## src/rtl/alu_operand_register_file.sv

```systemverilog
// rtl/alu_operand_register_file.sv - eight 16-bit load/inc/dec/clear registers with two combinational read ports
module alu_operand_register_file #(
    parameter int WIDTH = 16
) (
    input  logic             Clock,
    input  logic             Reset,
    input  logic [WIDTH-1:0] I,
    input  logic [2:0]       FunSel,
    input  logic [3:0]       RegSel,
    input  logic [3:0]       ScrSel,
    input  logic [2:0]       OutASel,
    input  logic [2:0]       OutBSel,
    output logic [WIDTH-1:0] OutA,
    output logic [WIDTH-1:0] OutB
);

    typedef enum logic [2:0] {
        FN_DEC      = 3'b000,
        FN_INC      = 3'b001,
        FN_LOAD     = 3'b010,
        FN_CLEAR    = 3'b011,
        FN_CLR_LDLO = 3'b100,
        FN_LDLO     = 3'b101,
        FN_LDHI     = 3'b110,
        FN_SEXT_LO  = 3'b111
    } fun_t;

    // Index 0..3 = R1..R4, 4..7 = S1..S4, matching the read-select encoding.
    logic [WIDTH-1:0] regs [8];
    logic [7:0]       en;
    logic [WIDTH-1:0] nxt [8];

    assign en = {~ScrSel[0], ~ScrSel[1], ~ScrSel[2], ~ScrSel[3],
                 ~RegSel[0], ~RegSel[1], ~RegSel[2], ~RegSel[3]};

    function automatic logic [WIDTH-1:0] next_val(
        input logic [WIDTH-1:0] q,
        input logic [2:0]       fs,
        input logic [WIDTH-1:0] d
    );
        logic [WIDTH-1:0] v;
        v = q;
        case (fun_t'(fs))
            FN_DEC:      v = q - 1'b1;
            FN_INC:      v = q + 1'b1;
            FN_LOAD:     v = d;
            FN_CLEAR:    v = '0;
            FN_CLR_LDLO: begin
                v      = '0;
                v[7:0] = d[7:0];
            end
            FN_LDLO:     v[7:0] = d[7:0];
            FN_LDHI:     v[15:8] = d[7:0];
            FN_SEXT_LO:  v = {{(WIDTH-8){d[7]}}, d[7:0]};
            default:     v = q;
        endcase
        return v;
    endfunction

    always_comb begin
        for (int k = 0; k < 8; k++) begin
            nxt[k] = next_val(regs[k], FunSel, I);
        end
    end

    always_ff @(posedge Clock or posedge Reset) begin
        if (Reset) begin
            for (int k = 0; k < 8; k++) begin
                regs[k] <= '0;
            end
        end else begin
            for (int k = 0; k < 8; k++) begin
                if (en[k]) begin
                    regs[k] <= nxt[k];
                end
            end
        end
    end

    // No write bypass: reads always reflect the registered contents.
    assign OutA = regs[OutASel];
    assign OutB = regs[OutBSel];

endmodule

```

## config.mk

```make
export PLATFORM = sky130hd
export DESIGN_NAME = alu_operand_register_file
export DESIGN_NICKNAME = d
export VERILOG_FILES = /design/src/rtl/alu_operand_register_file.sv
export SDC_FILE = /design/constraint.sdc
export NUM_CORES = 1
export LEC_CHECK = 0
export ABC_AREA = 1
export CAP_MARGIN = 20
export CORE_MARGIN = 2
export CORE_UTILIZATION = 55
export DETAILED_ROUTE_END_ITERATION = 8
export GPL_TIMING_DRIVEN = 0
export PLACE_DENSITY = 0.85
export SLEW_MARGIN = 10
export SYNTH_ARGS = -nofsm -noshare
export SYNTH_HDL_FRONTEND = slang
export SYNTH_SLANG_ARGS = --single-unit
```

## constraint.sdc

```tcl
create_clock -name Clock -period 11.1 [get_ports Clock]
set_input_delay 2.775 -clock Clock [delete_from_list [all_inputs] [get_ports Clock]]
set_output_delay 2.775 -clock Clock [all_outputs]
set_load 0.05 [all_outputs]
```

==> results.py <==
metrics = {
    "final_layout": {
        "multi_input_comb_area_sq_um": 9610,
        "layout-drive-gt1-share_pct": 3.47,
        "largest_reg_flops": 128,
        "most_frequent_cells_in_the_layout": "nand2_1, nor2_1, nand3_1, o21ai_0, inv_1",
        "fillCellCount": 2524,
        "register_area_sq_um": 3200,
        "top_regs": "regs (128)",
        "layout.cell_area.non_filler_sq_um": 16100,
        "finalNetCount": 2772,
        "largest_register": "regs",
        "layout.cells.most_common": "nand2_1",
        "growth_of_design_area_from_synthesis_to_finish_pct": 12.4,
    },
    "clock_tree": {
        "clock_sinks": 128,
        "resized_after_cts": 0,
        "clock_tree_from_tritoncts": "yes",
        "postCtsSetupRepairBufs": 0,
        "tritoncts.num_buffers": 17,
        "postCtsHoldBufs": 0,
        "htreeDepth": 4,
        "worst_skew_pair.late_latency_ns": 0.45,
        "clockRootBuffer": "clkbuf_16",
        "ctsLongestPathBuffers": 2,
        "clk_transition_reported_paths_ns": 0.06,
    },
    "yosys": {
        "syn-mean-instance-area_sq_um": 5.44,
        "synth_sequential_area_ratio_pct": 22.4,
        "synth_seq_cells": 128,
        "yosysWarningCount": 0,
        "synth-edff-count": 0,
        "synthesized_area_sq_um": 14300,
        "post_synth_num_cell_types": 35,
        "async_flop_share_pct": 100,
        "primary_ff_master_synth": "dfrtp_1",
        "synth_cells": 2633,
        "syn-num-nets": 2684,
    },
    "detailed_routing": {
        "detail_route.drc_violations": 0,
        "route.antenna.remaining_nets": 0,
        "drt-pass1-iter-count": 6,
        "total_wire_length_after_detailed_routing_mm": 67.1,
        "detailroute.via_count": 19200,
        "routed_wire_length_per_instance_microns": 21.8,
        "initialDrtViolationCount": 3190,
        "via_per_inst": 6.26,
    },
    "setup_path": {
        "cp.arrival_ns": 5.79,
        "regToRegSetupSlack_ns": 9.06,
        "worst-setup-path-type": "input pin to output port",
        "slowest_delay_ns": 0.89,
        "crit_path_start_kind": "input pin",
        "worst_path_max_delay_cell": "clkdlybuf4s50_1",
        "timing.critical_path.fanout_max": 10,
        "critical_path.cell_chain": "clkdlybuf4s50_1, clkbuf_1, clkbuf_1, o21ai_0, nand2_1, nor2_1, a31oi_1, clkdlybuf4s50_1",
        "critPathRequiredTime_ns": 8.33,
        "crit_end_category": "output port",
    },
    "sta": {
        "rsz0062_at_grt": "false",
        "final.min_clock_period_ns": 8.56,
        "report.final.hold_viol_count": 0,
        "tns_ns": 0,
        "max_slew_margin_vs_limit_pct": 15.9,
        "timing_worst_slew_pin_value_ns": 1.26,
        "layout_worst_path_cycle_share_pct": 77.2,
        "highest_achievable_clock_rate_mhz": 117,
        "timing_max_transition_violations_final": 0,
        "final.setup_skew_ns": 0.0199,
        "finalSetupViolations": 0,
    },
    "grt": {
        "wire_length_of_the_first_global_routing_pass_mm": 98.4,
        "grt_antenna_before_repair": 3,
        "grt_max_degree": 74,
        "grt_overflow": 0,
        "gr-usage-all-layers_pct": 48.8,
        "grt_pass1_vias": 16800,
    },
    "floorplan": {
        "die-height_microns": 165,
        "rows": 59,
        "number_of_ports_placed_on_the_die_boundary": 67,
        "die_width_microns": 165,
        "coreArea_sq_um": 25800,
        "die-area_sq_um": 27300,
        "initial_core_util_pct": 55.4,
    },
    "place": {
        "routabilityCongestion": 1.07,
        "dp_hpwl_mm": 49.1,
        "place.port_buffers": 64,
        "dpl_cell_area_sq_um": 15500,
    },
    "power_and_ir_drop": {
        "power_density_nw_per_um2": 144,
        "power.leakage_nw": 7.47,
        "power.total_w": 0.00232,
        "max-vdd-ir-drop_mv": 0.0926,
    },
    "run_status": {
        "outcome": "finished clean",
    },
    "run": {
        "drv_cap": 0,
    },
    "min_path": {
        "timing.hold.worst.class": "flop to flop",
    },
}
-- worst paths after layout --
path	startpoint	to	cells past startpoint
max reg2reg	regs[117]	regs[119]	10
min reg2reg	regs[16]	regs[16]	2
max in group asynchronous	Reset	regs[95]	3
max	OutASel[0]	OutA[2]	8
min in group asynchronous	Reset	regs[46]	2
min	regs[16]	regs[16]	2
-- where the power goes --
part	switching (W)	internal, W
combinational	0.000759	0.000283
clock	0.000272	0.000367
sequential	0.0000970	0.000544
-- cell type report --
| cell class | count | area share, % |
|---|---|---|
| inverters | 249 | 5.85 |
| flip-flops and latches | 128 | 19.9 |
| well taps | 335 | 2.60 |
| clock buffers | 20 | 2.84 |
| multi-input cells | 2120 | 59.7 |
| clock inverters | 12 | 0.980 |
| repair buffers | 69 | 4.50 |
| diodes | 5 | 0.0777 |
| plain buffers | 136 | 3.55 |
-- Yosys cell counts (3+ instances only) --
library cell  instances  area, sq um
a21oi_1             173          866
a21oi_2               6         52.6
a31oi_1              42          263
and2_1                8         50.1
buf_1                 5         18.8
buf_2                18         90.1
buf_4                 6         45.0
clkbuf_1            105          394
dfrtp_1             128         3200
ha_1                 16          200
inv_1               236          886
inv_2                10         37.5
nand2_1             724         2720
nand3_1             319         1600
nand3_2               4         40.0
nand4_1              42          263
nor2_1              437         1640
nor2_2                5         31.3
nor3_1                9         45.0
o211ai_1             14          105
o21ai_0             247         1240
o21ai_1              38          190
xnor2_1               3         26.3
xor2_1               20          175
-- worst max-delay path: cells and delay by family --
kind / cells / cell delay, ns
AND/OR/NAND/NOR: 2 / 0.20
AO/OA/AOI/OAI: 2 / 0.54
buffers and inverters: 4 / 2.27
-- metal layers --
layer	vias up	share of wire, %	track usage, %
met4	4	9.0	35.9
met2	1359	40	70.5
met5	-	0.031	0
met1	8729	37	61.6
met3	345	14	14.1
li1	8800	-	-
-- stage by stage --
stage	setup slack [ns]	hold WS, ns	instances	util [%]
5_1_grt	2.48	0.656	3070	62.3
2_1_floorplan	3.98	0.547	2633	-
4_1_cts	2.67	0.604	3068	62.2
3_3_place_gp	2.63	0.581	3032	59.5
3_5_place_dp	2.68	0.600	3036	59.8
6_report	2.54	0.613	3074	62.3
-- cells by family (layout without fill, tap and decap cells) --
logic type	Yosys count	after routing	synth area share (%)
buffers and inverters	385	486	10.5
AND/OR/NAND/NOR	1556	1556	45.1
other	0	5	0
AO/OA/AOI/OAI	525	525	19.2
flip-flops	128	128	22.4
XOR/XNOR	23	23	1.41
adder cells (fa/ha/maj)	16	16	1.40
Note: power is estimated with default switching activity, not from simulation.
